File: config.mk
export PLATFORM = sky130hd
export DESIGN_NAME = seq_bin2bcd_flat
export DESIGN_NICKNAME = d
export VERILOG_FILES = /design/src/rtl/seq_bin2bcd_if.sv /design/src/rtl/seq_bin2bcd.sv /design/src/flat_wrapper.sv
export SDC_FILE = /design/constraint.sdc
export NUM_CORES = 1
export LEC_CHECK = 0
export CORE_MARGIN = 5
export CORE_UTILIZATION = 59
export CTS_CLUSTER_SIZE = 25
export DETAILED_ROUTE_END_ITERATION = 8
export GPL_TIMING_DRIVEN = 0
export MAX_ROUTING_LAYER = met4
export PLACE_DENSITY = 0.86
export SLEW_MARGIN = 20
export SYNTH_ARGS = -nofsm -noshare
export SYNTH_HDL_FRONTEND = slang
export SYNTH_SLANG_ARGS = --single-unit
File: constraint.sdc
create_clock -name clk -period 5.2 [get_ports clk]
set_input_delay 1.04 -clock clk [delete_from_list [all_inputs] [get_ports clk]]
set_output_delay 1.04 -clock clk [all_outputs]
set_load 0.05 [all_outputs]
File: src/rtl/seq_bin2bcd_if.sv
// Start/done handshake and result bundle for the sequential
// binary-to-BCD converter.
interface seq_bin2bcd_if #(
    parameter int BIN_W  = 18,
    parameter int DIGITS = 6
);
    logic                  start;
    logic [BIN_W-1:0]      bin_in;
    logic                  busy;
    logic                  done;
    logic [4*DIGITS-1:0]   bcd_out;
    logic                  overflow;
    logic                  neg;

    modport master (
        output start, bin_in,
        input  busy, done, bcd_out, overflow, neg
    );

    modport slave (
        input  start, bin_in,
        output busy, done, bcd_out, overflow, neg
    );
endinterface

File: src/rtl/seq_bin2bcd.sv
// Iterative double-dabble binary-to-BCD converter, one bit per clock.
// Define SEQ_BIN2BCD_SIGNED_EN for two's-complement input with a sign flag.
module seq_bin2bcd #(
    parameter int BIN_W  = 18,
    parameter int DIGITS = 6
) (
    input logic         clk,
    input logic         rst_n,
    seq_bin2bcd_if.slave bus
);
    localparam int BCD_W = 4 * DIGITS;
    localparam int CNT_W = $clog2(BIN_W);

    localparam logic [1:0] IDLE  = 2'd0;
    localparam logic [1:0] SHIFT = 2'd1;
    localparam logic [1:0] DONE  = 2'd2;

    logic [1:0]       state;
    logic [BIN_W-1:0] operand;
    logic [BCD_W-1:0] scratch;
    logic [BCD_W-1:0] adj;
    logic [BCD_W-1:0] scratch_nxt;
    logic [CNT_W-1:0] cnt;
    logic             sticky;
    logic             carry;
    logic             busy;
    logic             done;
    logic [BCD_W-1:0] bcd;
    logic             ovf;
    logic [BIN_W-1:0] mag;

    // Every digit is corrected from the current value before the shift
    always_comb begin
        adj = scratch;
        for (int k = 0; k < DIGITS; k++) begin
            if (scratch[4*k +: 4] >= 4'd5)
                adj[4*k +: 4] = scratch[4*k +: 4] + 4'd3;
        end
    end

    assign carry       = adj[BCD_W-1];
    assign scratch_nxt = {adj[BCD_W-2:0], operand[BIN_W-1]};

`ifdef SEQ_BIN2BCD_SIGNED_EN
    logic sign;
    logic sign_q;
    logic neg_q;

    assign sign = bus.bin_in[BIN_W-1];
    // -2^(BIN_W-1) negates to itself, which reads correctly as unsigned
    assign mag  = sign ? (~bus.bin_in + 1'b1) : bus.bin_in;
    assign bus.neg = neg_q;

    always_ff @(posedge clk or negedge rst_n) begin
        if (!rst_n) begin
            sign_q <= 1'b0;
            neg_q  <= 1'b0;
        end else begin
            if (bus.start && (state == IDLE || state == DONE))
                sign_q <= sign;
            if (state == SHIFT && cnt == '0)
                neg_q <= sign_q;
        end
    end
`else
    assign mag     = bus.bin_in;
    assign bus.neg = 1'b0;
`endif

    always_ff @(posedge clk or negedge rst_n) begin
        if (!rst_n) begin
            state   <= IDLE;
            operand <= '0;
            scratch <= '0;
            cnt     <= '0;
            sticky  <= 1'b0;
            busy    <= 1'b0;
            done    <= 1'b0;
            bcd     <= '0;
            ovf     <= 1'b0;
        end else begin
            done <= 1'b0;
            case (state)
                IDLE, DONE: begin
                    // The edge leaving DONE doubles as the next accept slot
                    if (bus.start) begin
                        operand <= mag;
                        scratch <= '0;
                        sticky  <= 1'b0;
                        cnt     <= CNT_W'(BIN_W - 1);
                        busy    <= 1'b1;
                        state   <= SHIFT;
                    end else begin
                        busy  <= 1'b0;
                        state <= IDLE;
                    end
                end
                SHIFT: begin
                    scratch <= scratch_nxt;
                    operand <= {operand[BIN_W-2:0], 1'b0};
                    sticky  <= sticky | carry;
                    if (cnt == '0) begin
                        bcd   <= scratch_nxt;
                        ovf   <= sticky | carry;
                        done  <= 1'b1;
                        state <= DONE;
                    end else begin
                        cnt <= cnt - 1'b1;
                    end
                end
                default: begin
                    busy  <= 1'b0;
                    state <= IDLE;
                end
            endcase
        end
    end

    assign bus.busy     = busy;
    assign bus.done     = done;
    assign bus.bcd_out  = bcd;
    assign bus.overflow = ovf;
endmodule

File: src/flat_wrapper.sv
// flat-port wrapper written by rule: the top's interface ports become plain ports
module seq_bin2bcd_flat 
#(
    parameter int BIN_W  = 18,
    parameter int DIGITS = 6
)
  (clk, rst_n, bus_start, bus_bin_in, bus_busy, bus_done, bus_bcd_out, bus_overflow, bus_neg);
  seq_bin2bcd_if #(.BIN_W(BIN_W), .DIGITS(DIGITS)) bus_i ();
  input logic clk;
  input logic rst_n;
  input wire logic [$bits(bus_i.start)-1:0] bus_start;
  input wire logic [$bits(bus_i.bin_in)-1:0] bus_bin_in;
  output wire logic [$bits(bus_i.busy)-1:0] bus_busy;
  output wire logic [$bits(bus_i.done)-1:0] bus_done;
  output wire logic [$bits(bus_i.bcd_out)-1:0] bus_bcd_out;
  output wire logic [$bits(bus_i.overflow)-1:0] bus_overflow;
  output wire logic [$bits(bus_i.neg)-1:0] bus_neg;
  assign bus_i.start = bus_start;
  assign bus_i.bin_in = bus_bin_in;
  assign bus_busy = bus_i.busy;
  assign bus_done = bus_i.done;
  assign bus_bcd_out = bus_i.bcd_out;
  assign bus_overflow = bus_i.overflow;
  assign bus_neg = bus_i.neg;
  seq_bin2bcd #(.BIN_W(BIN_W), .DIGITS(DIGITS)) u_core (.clk(clk), .rst_n(rst_n), .bus(bus_i));
endmodule
# After elaboration in Yosys (flattened, before gate mapping)
# Cells that the tools add are included.
dict set report totals {
  word_cells 57
  inputBits 21
  out_inout_bits 28
  regBits 77
}
dict set report op_classes {
  magnitude_cmp 6
  bitwise 1
  eq_ne 5
  addsub 7
  reduce_logical 7
  mux 22
}
# operator count
set ops {}
lappend ops {{$pmux 24 s2} 1}
lappend ops {{$pmux 18 s2} 1}
lappend ops {{$add 4x2->4 const B} 6}
lappend ops {{$ge 4x3->1 const B} 6}
lappend ops {{$mux 24} 1}
lappend ops {{$mux 4} 6}
lappend ops {{$mux 18} 1}
lappend ops {{$mux 5} 2}
lappend ops {{$pmux 5 s2} 1}
lappend ops {{$logic_not 5->1} 1}
lappend ops {{$mux 1} 5}
lappend ops {{$sub 5x1->5 const B} 1}
lappend ops {{$ne 2x2->1 const B} 2}
lappend ops {{$pmux 1 s2} 2}
lappend ops {{$pmux 2 s2} 1}
lappend ops {{$reduce_and 2->1} 2}
lappend ops {{$reduce_and 3->1} 1}
lappend ops {{$eq 2x1->1 const B} 1}
lappend ops {{$eq 2x2->1 const B} 1}
lappend ops {{$logic_not 2->1} 1}
lappend ops {{$mux 2} 1}
lappend ops {{$ne 2x1->1 const B} 1}
lappend ops {{$reduce_bool 2->1} 1}
lappend ops {{$reduce_or 2->1} 1}
lappend ops {{$or 1x1->1} 1}

# Depth between registers and ports, before layout
# Gate-level depths: netlist of the first run.
dict set report logic_depth {
  word_depth 4
  ltp_mapped 8
  depth_no_buf 7
}

# Worst setup path after synthesis of the first run
# Ideal clock, no wire load.
dict set report synth_path {
  kind {input port to flip-flop}
  from {in bus_start}
  to {reg u_core.scratch[23]}
  stages 6
  arrival_ps 1875
  setup_slack_ps 3259
  required_time_ps 5135
  n_path_buf 2
  setup_ps 65
  path_cell_list {nor2b_1 -> buf_2 -> nor2_2 -> buf_2 -> o21ai_0 -> nand2_1}
}
dict set report synth_between {
  elab_chain_len 2
}
# element line
set synth_lines {}
lappend synth_lines {{from (decl)} flat_wrapper.sv:11} ;# input wire logic [$bits(bus_i.start)-1:0] bus_start;
lappend synth_lines {{$ne 2x2->1 (no line)} -}
lappend synth_lines {{$reduce_and 2->1 (no line)} -}
lappend synth_lines {{to (signal assigned)} seq_bin2bcd.sv:99} ;# scratch <= scratch_nxt;
lappend synth_lines {{to (decl)} seq_bin2bcd.sv:20} ;# logic [BCD_W-1:0] scratch;
# No other way between the ends.
# A chain may end at the register's enable or synchronous reset.

# Worst setup path in the final report of the first run
dict set report layout_path {
  from {reg u_core.bcd[7], in the netlist u_core.bus.bcd_out[7]}
  to {out bus_bcd_out[7]}
}
# element line
set layout_rtl {}
lappend layout_rtl {{from (decl)} seq_bin2bcd.sv:28} ;# logic [BCD_W-1:0] bcd;
lappend layout_rtl {{from (signal assigned)} seq_bin2bcd.sv:103} ;# bcd <= scratch_nxt;
lappend layout_rtl {{to (decl)} flat_wrapper.sv:15} ;# output wire logic [$bits(bus_i.bcd_out)-1:0] bus_bcd_out;
# No word-level cell between the ends.

==> impl_results.md, run 1 <==
- Vias in the first global route: 2,711
- ANT cells: 0
- Root buf cell: clkbuf_8
- Total global-route track usage: 22.8%
- Number of synthesized flops with an enable pin: 0
- Post-synth cell types: 33
- Postcts setup bufs: 0
- Max incr delay on CP: between 800 and 900 ps
- Die H: slightly below 90 µm
- # fillers: 436
- Routed Antenna Nets: 0
- Startpoint Class: flop
- Top cells by area, synth: dfrtp_1 (54%), nand2_1 (6.6%), ha_1 (4.6%), o21ai_0 (4.2%), a22oi_1 (3.6%)
- Peak VDD IR: roughly 380 µV
- Top-area cell type share of the netlist area: 54.1%
- Net Sw Frac: 45.3%
- GPL Wtd Cong: 0.837
- Storage element area: between 0.0015 and 0.002 mm²
- Max_slew headroom: 62.2%
- Hold buffers post-CTS: 0
- Comb pwr share: 52.0%
- FFs w/ async S/R, synth: 100%
- CP Capture Type: output pin
- Crit-path max FO: 2
- Final setup fails: 0
- Worst-Margin Slew: 567 ps
- Post-synth top area cell: dfrtp_1
- Layout area overhead: 20.6%
- Flop pwr share: 35.9%
- Post-route core utilization: 73.0%
- Slowest cell on crit path: clkdlybuf4s50_1
- DR iter-0 viols: 132
- Highest clock rate: 388 MHz
- RSZ-0062 raised after global routing: no
- Max-slew violations: 0
- Cell count after synthesis: 339
- Gr ovfl total: 0
- Area occupied by multi-input gates: 0.00148 mm²
- Post-synth top flop: dfrtp_1
- Post-Syn Area: 0.00356 mm²
- Pin count of the biggest net entering global routing: 48
- Clock-pin slew on the worst setup and hold paths: 70 ps
- Arr. time, crit path: 1540 ps
- PwrDens: 711 mW/mm²
- Critical path cell sequence: clkdlybuf4s50_1
- First-pass iteration count of the detailed router: 4
- CP Buf/Inv Count: 1
- Final period utilization: roughly half
- Die span in x: around 88 µm
- # port buffers: 47
- Status: finished clean
- Syn_area_per_cell: 10.5 µm²
- Final hold violation count: 0
- Post-synthesis sequential area ratio: 54.1%
- Synthesized Nets: 373
- DRT Wirelength: about 7700 µm
- Top-count cell post-synth: dfrtp_1
- Yosys reg bits: 77
- Initial Util: 60.5%
- Kind of critical path: flop to output pin
- Tmin final: 2580 ps
- Global-route wire length before repair: 13,000 µm
- Ratio of cells with drive above 1 in the final layout: 9.73%
- Per-cell routed wire length: around 16 µm
- Core area: 0.00589 mm²
- # nets final: 432
- Initial antenna violation count: 0
- H-tree lvl count: 3
- R2R Setup Slk: 3340 ps
- Hpwl dp: 5480 µm
- Bufs on Longest Clock Path: 2
- Crit-path leading delay family: buffers and inverters
- Setup_tns: 0 ps
- Num CTS Buffers: 9
- Drt via density: ~5.6
- Post-synth top cells: dfrtp_1 (77), nand2_1 (63), o21ai_0 (30), a21oi_1 (19), a22oi_1 (17)
- Clk sink count: between 70 and 80
- Crit path required time: 4160 ps
- Die ar.: 0.00769 mm²
- Max-Cap Viols: 0
- Via count: 2,686
- Ports: 49
- PostCTS Resize Cnt: 0
- CTS tree: yes
- Clock Skew: 8.70 ps
- Residual DRC count: 0
- Clock network fraction of total power: 12.1%
- Clk_lat worst skew: roughly 350 ps
- Min-Delay Path Class: flop to flop
- Sw Pwr: 1.39 mW
- Cell Int Power: 1.67 mW
- Cell row count: 28
- Leakage: 1.99 nW
- Number of synthesis warnings: 0
## area by class of cell
| type | instances | share of cell area [%] |
|---|---|---|
| multi-input combinational | 229 | 34.3 |
| inverter | 17 | 1.60 |
| sequential | 77 | 44.8 |
| clock inverter | 3 | 0.349 |
| buffer | 16 | 2.12 |
| clock buffer | 11 | 3.06 |
| timing repair buffer | 48 | 11.5 |
| tap | 75 | 2.18 |
## power by group through the flow
stage	combinational [mW]	sequential, mW	clock (mW)
floorplan	0.846	1.37	0
global placement	1.53	1.08	0
detailed placement	1.60	1.10	0
CTS	1.60	1.09	0.379
global route	1.75	1.13	0.400
finish	1.59	1.10	0.369
## cell families (layout without fill, tap and decap cells)
group / after synthesis / after routing / synth area share, %
muxes: 18 / 18 / 5.48
xor gates and xnor gates: 6 / 6 / 1.47
and+or+nand+nor: 105 / 105 / 14.5
adders and majority gates: 13 / 13 / 4.56
AOI/OAI and AO/OA: 86 / 86 / 15.3
other: 1 / 1 / 0.105
buffers and inverters: 33 / 95 / 4.49
DFF: 77 / 77 / 54.1
## placed cells by master (no fill, tap or decap), types with 2 or more instances in the layout
master,synthesis,final
nand2_1,63,63
nor2_2,2,2
xnor2_1,6,6
buf_2,9,9
dfrtp_1,77,77
a22oi_1,17,17
o31ai_1,2,2
mux2_2,9,9
nand2b_1,8,8
o21ai_0,30,30
clkdlybuf4s50_1,0,46
a21oi_1,19,19
mux2_1,3,3
nor2_1,2,2
buf_4,1,2
clkbuf_8,0,9
nor3b_1,12,12
o41ai_1,2,2
mux2i_1,6,6
inv_1,16,16
clkbuf_1,5,7
ha_1,13,13
nor3_1,6,6
a22o_1,14,14
clkinv_2,0,3
nand3_1,7,7
## metrics by stage
| step | hold WS (ps) | instances | setup slack (ps) | area (µm²) | power [mW] |
|---|---|---|---|---|---|
| detailed placement | 465 | 462 | 2510 | 4150 | 2.70 |
| global placement | 462 | 461 | 493 | 4130 | 2.61 |
| global route | 505 | 476 | 2570 | 4300 | 3.28 |
| finish | 477 | 476 | 2620 | 4300 | 3.06 |
| CTS | 483 | 476 | 2590 | 4300 | 3.08 |
| floorplan | 446 | 339 | 3260 | 3560 | 2.21 |
## layer usage
metal	GRT usage (%)	vias to the layer above	part of all wire (%)
met2	35.8	80	49
met3	3.10	13	6.9
li1	-	1293	-
met5	-	-	0
met4	9.76	0	1.3
met1	29.7	1300	43
## worst paths after layout
kind                                       start                      to  depth (start not counted)
max                        u_core.bus.bcd_out[7]          bus_bcd_out[7]                          1
max in group asynchronous                  rst_n       u_core.operand[9]                          2
min reg2reg                      u_core.bus.busy         u_core.bus.busy                          2
max reg2reg                        u_core.cnt[0]  u_core.bus.bcd_out[14]                          7
min in group asynchronous                  rst_n      u_core.scratch[22]                          1
min                              u_core.bus.busy         u_core.bus.busy                          2
## flip-flops by register name (all words and copies together) (netlist names)
signal and flops:
u_core.bus.bcd_out 24, u_core.bus.busy 1, u_core.bus.done 1, u_core.bus.overflow 1, u_core.cnt 5, u_core.operand 18, u_core.scratch 24, u_core.state 2
u_core.sticky 1
Note: power is estimated with default switching activity, not from simulation.
==> inputs of run 2 (changes only) <==
--- a/config.mk
+++ b/config.mk
@@ -6,12 +6,12 @@
 export NUM_CORES = 1
 export LEC_CHECK = 0
 export CORE_MARGIN = 5
-export CORE_UTILIZATION = 59
+export CORE_UTILIZATION = 54
 export CTS_CLUSTER_SIZE = 25
 export DETAILED_ROUTE_END_ITERATION = 8
 export GPL_TIMING_DRIVEN = 0
 export MAX_ROUTING_LAYER = met4
-export PLACE_DENSITY = 0.86
+export PLACE_DENSITY = 0.8
 export SLEW_MARGIN = 20
 export SYNTH_ARGS = -nofsm -noshare
 export SYNTH_HDL_FRONTEND = slang
==> constraint.sdc (replaced) <==
create_clock -name clk -period 2.5 [get_ports clk]
set_input_delay 0.5 -clock clk [delete_from_list [all_inputs] [get_ports clk]]
set_output_delay 0.5 -clock clk [all_outputs]
set_load 0.05 [all_outputs]
==> run 2 against run 1 <==
Compared with the run above: via count fell by 0.26%; clock power rose to 3.3 times the previous value; die area rose by 8.2%; non-clock buffer count did not move; core utilization fell by 3.9 points; register-to-register slack got worse by 2700 ps; sequential share of layout area fell by 1.2 points; worst hold slack got worse by 380 ps; cell count rose by 0.63%; combinational power rose by 110%.
==> impl_results.md, run 2 (synthesized netlist as in run 1, its figures left out) <==
- Status: finished clean
- Clock Skew: 10.1 ps (+1.41 ps)
- # nets final: 432 (unchanged)
- Net Sw Frac: 42.5% (-2.9 points)
- Max incr delay on CP: 820 ps (about the same)
- Via count: 2,679 (-0.26%)
- RSZ-0062 raised after global routing: no
- Final setup fails: 0 (unchanged)
- Arr. time, crit path: 1560 ps (+20 ps)
- Placed Area: 0.00416 mm² (about the same)
- Worst slack at placement: 341 ps (-2170 ps)
- Max-slew violations: 0 (unchanged)
- Final period utilization: between 80% and 90%
- Total power: 6.81 mW (+120%)
- Layout area overhead: 23.9%
- Max-Cap Viols: 0 (unchanged)
- Min-Delay Path Class: primary input to async pin
- Clk sink count: 77 (unchanged)
- Crit path required time: 2000 ps (-2160 ps)
- Hold slack: 94.9 ps (-382 ps)
- Most common cell after layout, fill and taps aside: dfrtp_1
- CTS tree: yes
- ANT cells: 0 (unchanged)
- Per-cell routed wire length: 15.7 µm (-2.2%)
- PostCTS Resize Cnt: 0 (unchanged)
- Core area: 0.00639 mm² (+8.5%)
- Final setup margin: 440 ps (-2180 ps)
- Global-route wire length before repair: 12,700 µm (-2.9%)
- Hold buffers post-CTS: 0 (unchanged)
- Startpoint Class: flop
- Pin count of the biggest net entering global routing: 48 (unchanged)
- R2R Setup Slk: 660 ps (-2680 ps)
- DR iter-0 viols: 178 (+35%)
- Drt via density: 5.59 (-0.89%)
- Kind of critical path: flop to output pin
- Worst-Margin Slew: 536 ps (-31.0 ps)
- Highest clock rate: 485 MHz
- # port buffers: 47 (unchanged)
- Flop pwr share: 33.4% (-2.5 points)
- Slowest cell on crit path: clkdlybuf4s50_1
- Initial antenna violation count: 0 (unchanged)
- GPL Wtd Cong: 0.865 (+3.3%)
- Clk_lat worst skew: 350 ps (about the same)
- Comb pwr share: 48.6% (-3.4 points)
- Crit-path leading delay family: buffers and inverters
- Cell row count: 29 (+3.6%)
- Bufs on Longest Clock Path: 2 (unchanged)
- Leakage: 2.04 nW (+2.6%)
- Ports: 49 (unchanged)
- CP Capture Type: output pin
- Final hold violation count: 0 (unchanged)
- Crit-path max FO: 2 (unchanged)
- Num CTS Buffers: 9 (unchanged)
- H-tree lvl count: 3 (unchanged)
- Clock-pin slew on the worst setup and hold paths: 80 ps (about the same)
- PwrDens: 1540 mW/mm² (+120%)
- Cell Int Power: 3.92 mW (+130%)
- Gr ovfl total: 0 (unchanged)
- CP Buf/Inv Count: 1 (unchanged)
- # fillers: 485 (+11%)
- Initial Util: 55.8% (-4.7 points)
- Sw Pwr: 2.89 mW (+110%)
- DRT Wirelength: 7540 µm (-1.6%)
- Die ar.: 0.00832 mm² (+8.2%)
- Ratio of cells with drive above 1 in the final layout: 10.2% (+0.47 points)
- Max_slew headroom: 64.3% (+2.1 points)
- Routed Antenna Nets: 0 (unchanged)
- Design area: 0.00442 mm² (+2.7%)
- Tmin final: 2060 ps
- Die H: 91.2 µm (+4.0%)
- Vias in the first global route: 2,688 (-0.85%)
- Residual DRC count: 0 (unchanged)
- Die span in x: 91.2 µm (+4.0%)
- Most frequent cells in the layout: dfrtp_1 (77), nand2_1 (63), clkdlybuf4s50_1 (46)
- Postcts setup bufs: 0 (unchanged)
- Clock network fraction of total power: 18.0% (+5.9 points)
- Peak VDD IR: 796 µV (+110%)
- Critical path cell sequence: clkdlybuf4s50_1
- Root buf cell: clkbuf_8
- Total global-route track usage: 19.3% (-3.5 points)
- Hpwl dp: 5280 µm (-3.7%)
- First-pass iteration count of the detailed router: 5 (+1)
## run 2: cell types whose count changed in the layout (fill, tap and decap cells not counted)
| cell | previous run | this run |
|---|---|---|
| clkinv_2 | 3 | 0 |
| clkbuf_8 | 9 | 10 |
| clkbuf_1 | 7 | 6 |
| bufinv_16 | 0 | 4 |
## run 2: final timing paths
kind,from,to,cells after the start
max,u_core.bus.bcd_out[4],bus_bcd_out[4],1
min,rst_n,u_core.scratch[22],1
max reg2reg,u_core.cnt[0],u_core.bus.bcd_out[14],7
min reg2reg,u_core.bus.bcd_out[16],u_core.bus.bcd_out[16],2
max in group asynchronous,rst_n,u_core.operand[15],2
min in group clk,u_core.bus.bcd_out[16],u_core.bus.bcd_out[16],2
## run 2: power groups by stage
stage	Combinational, mW	Clock (mW)	Sequential [mW]
CTS	3.34	1.24	2.27
finish	3.31	1.23	2.27
global placement	3.20	0	2.25
detailed placement	3.31	0	2.29
global route	3.64	1.29	2.34
floorplan	1.76	0	2.85
## run 2: layout make-up
cell class              instances  area, µm²  share of cell area (%)
plain buffers                  16       91.3                    2.07
clock buffers                  11        141                    3.20
clock inverters                 4        120                    2.72
inverters                      17       68.8                    1.56
multi-input cells             229       1480                    33.4
flip-flops and latches         77       1930                    43.6
well taps                      77       96.3                    2.18
repair buffers                 48        495                    11.2
## run 2: through the flow
stage / util (%) / TNS [ps] / cells
after floorplan: - / 0 / 339
final: 69.2 / 0 / 479
after CTS: 69.2 / 0 / 479
after global placement: 64.7 / -131570 / 463
after detailed placement: 65.1 / 0 / 464
after global routing: 69.2 / 0 / 479
## run 2: metal layers
metal  global-route usage [%]  routed length [µm]
met4                     6.23                  99
met1                     24.8                3440
met2                     30.3                3720
met3                     4.38                 277
met5                        -                   0
## run 2: worst reg2reg max path: cells and delay by family (launching register included)
family,cells,cell delay (ps)
AND/OR/NAND/NOR,2,470
flip-flops,1,410
multiplexers,1,320
adder cells (fa/ha/maj),1,160
buffers and inverters,3,380
==> inputs of run 3 (changes only) <==
--- a/config.mk
+++ b/config.mk
@@ -6,12 +6,12 @@
 export NUM_CORES = 1
 export LEC_CHECK = 0
 export CORE_MARGIN = 5
-export CORE_UTILIZATION = 54
+export CORE_UTILIZATION = 49
 export CTS_CLUSTER_SIZE = 25
 export DETAILED_ROUTE_END_ITERATION = 8
 export GPL_TIMING_DRIVEN = 0
 export MAX_ROUTING_LAYER = met4
-export PLACE_DENSITY = 0.8
+export PLACE_DENSITY = 0.76
 export SLEW_MARGIN = 20
 export SYNTH_ARGS = -nofsm -noshare
 export SYNTH_HDL_FRONTEND = slang
==> constraint.sdc (replaced) <==
create_clock -name clk -period 1.7 [get_ports clk]
set_input_delay 0.34 -clock clk [delete_from_list [all_inputs] [get_ports clk]]
set_output_delay 0.34 -clock clk [all_outputs]
set_load 0.05 [all_outputs]
==> run 3 against run 2 <==
Compared with the run above: the flow now finishes with violations (setup timing); combinational power increased by 55%; via count increased by 3.2%; global-route usage about the same; largest power group unchanged; worst hold slack improved by 370 ps; first-iteration DRC count decreased by 50%; wire length increased by 4.6%; sequential cell count unchanged; cell count increased by 7.5%; setup slack got worse by 440 ps.
==> impl_results.md, run 3 (synthesized netlist as in run 1, its figures left out) <==
- Status: finished with violations
- Failing checks: setup timing
- Kind of critical path: flop to flop
- Crit-path leading delay family: simple AND/OR/NAND/NOR gates
- CP Buf/Inv Count: 3 (+2)
- Clk sink count: 77 (unchanged)
- Most common cell after layout, fill and taps aside: dfrtp_1
- Num CTS Buffers: 9 (unchanged)
- Reg-to-Reg Start: u_core.cnt[1]
- Clock-pin slew on the worst setup and hold paths: 80 ps (about the same)
- Crit path required time: 1930 ps (-70 ps)
- Hpwl dp: 5160 µm (-2.2%)
- Initial Util: 49.7% (-6.1 points)
- Per-cell routed wire length: 15.3 µm (-2.7%)
- Max-Cap Viols: 0 (unchanged)
- Die ar.: 0.00908 mm² (+9.1%)
- ANT cells: 0 (unchanged)
- Setup_tns: -2.31 ps (-2.31 ps)
- Slowest cell on crit path: dfrtp_1
- Final hold violation count: 0 (unchanged)
- Worst slack at placement: -302 ps (-643 ps)
- Min-Delay Path Class: primary input to async pin
- Total global-route track usage: 19.3% (+0.022 points)
- DR iter-0 viols: 89 (-50%)
- Gr ovfl total: 0 (unchanged)
- Max_slew headroom: 65.7% (+1.4 points)
- RSZ-0062 raised after global routing: yes
- Die span in x: 95.3 µm (+4.4%)
- CP Capture Type: flop
- Pin count of the biggest net entering global routing: 49 (+2.1%)
- Cell row count: 31 (+6.9%)
- Worst-Margin Slew: 515 ps (-20.7 ps)
- Ratio of cells with drive above 1 in the final layout: 17.1% (+6.9 points)
- Most frequent cells in the layout: dfrtp_1 (77), nand2_1 (63), o21ai_0 (29)
- Final setup margin: -2.31 ps (-442 ps)
- Ports: 49 (unchanged)
- # nets final: 445 (+3.0%)
- DRT Wirelength: 7880 µm (+4.6%)
- Die H: 95.3 µm (+4.4%)
- R2R depth: 7 (unchanged)
- Max incr delay on CP: 390 ps (-430 ps)
- Root buf cell: clkbuf_8
- Final setup fails: 1 (+1)
- Global-route wire length before repair: 13,100 µm (+3.3%)
- Worst r2r dst: u_core.bus.bcd_out[14]
- Initial antenna violation count: 0 (unchanged)
- Clk_lat worst skew: 350 ps (about the same)
- Highest clock rate: 587 MHz
- Via count: 2,766 (+3.2%)
- Startpoint Class: flop
- First-pass iteration count of the detailed router: 4 (-1)
- # port buffers: 47 (unchanged)
- Hold slack: 465 ps (+370 ps)
- Routed Antenna Nets: 0 (unchanged)
- Layout area overhead: 29.8%
- Drt via density: 5.37 (-4.0%)
- Critical path cell sequence: inv_2, ha_2, nor4b_4, nand2_4, inv_8, buf_12, mux2_1
- Max-slew violations: 0 (unchanged)
- H-tree lvl count: 3 (unchanged)
- Peak VDD IR: 980 µV (+23%)
- Leakage: 2.23 nW (+9.1%)
- GPL Wtd Cong: 0.799 (-7.6%)
- R2R Setup Slk: -2 ps (-660 ps)
- Crit-path max FO: 6 (+4)
- Final period utilization: 100%
- Residual DRC count: 0 (unchanged)
- Arr. time, crit path: 1930 ps (+370 ps)
- Vias in the first global route: 2,793 (+3.9%)
- Core area: 0.00718 mm² (+12%)
- Tmin final: 1700 ps
- Clock Skew: 10.1 ps (+0.0251 ps)
- Bufs on Longest Clock Path: 2 (unchanged)
- PwrDens: 2210 mW/mm² (+43%)
- CTS tree: yes
-- run 3: changes by cell type in the layout (fill, tap and decap cells not counted), moves of 9 or more --
cell / delta
mux2_4: +11
dlygate4sd2_1: +27
mux2_2: -9
clkdlybuf4s50_1: -27
buf_4: +10
-- run 3: layout make-up --
| type | count | area [µm²] |
|---|---|---|
| clock inverter | 3 | 90.1 |
| fill | 576 | 2550 |
| sequential | 77 | 1930 |
| tap | 99 | 124 |
| clock buffer | 13 | 169 |
| buffer | 16 | 95.1 |
| multi-input combinational | 229 | 1560 |
| inverter | 17 | 71.3 |
| timing repair buffer | 61 | 587 |
-- run 3: repair_timing --
action	in CTS	in global routing
hold buffers	1	0
resized for setup	32	27
buffers inserted	8	4
setup endpoints to repair	50	55
endpoints found under the hold margin	29	0
pin swaps	1	3
-- run 3: metrics by stage --
stage          instance area, µm²  util, %  instances  power (mW)
2_1_floorplan                3560        -        339        6.77
5_1_grt                      4630     64.5        515        10.9
3_5_place_dp                 4180     58.3        486        8.22
4_1_cts                      4510     62.8        511        9.89
3_3_place_gp                 4160     57.9        485        8.03
6_report                     4630     64.5        515        10.2
-- run 3: power breakdown --
part	internal (mW)	switching [mW]	total (mW)
clock network	1.10	0.651	1.75
logic	2.05	3.09	5.13
registers	2.68	0.664	3.34
-- run 3: layer usage --
metal	part of all wire, %	global-route usage (%)
met5	0	-
met4	1.1	7.93
met3	4.3	3.24
met2	50	31.0
met1	44	24.3
-- run 3: how the worst max path moves through the flow --
stage | from | endpoint | slack, ps | cells after the start
global placement | rst_n | u_core.operand[11] | -2370 | 1
global route | u_core.cnt[0] | u_core.bus.bcd_out[14] | -90 | 7
finish | u_core.cnt[1] | u_core.bus.bcd_out[14] | -2 | 7
detailed placement | bus_start | u_core.scratch[15] | -300 | 7
CTS | u_core.cnt[1] | u_core.bus.bcd_out[21] | 5 | 7
floorplan | u_core.cnt[0] | u_core.bus.bcd_out[14] | 70 | 7
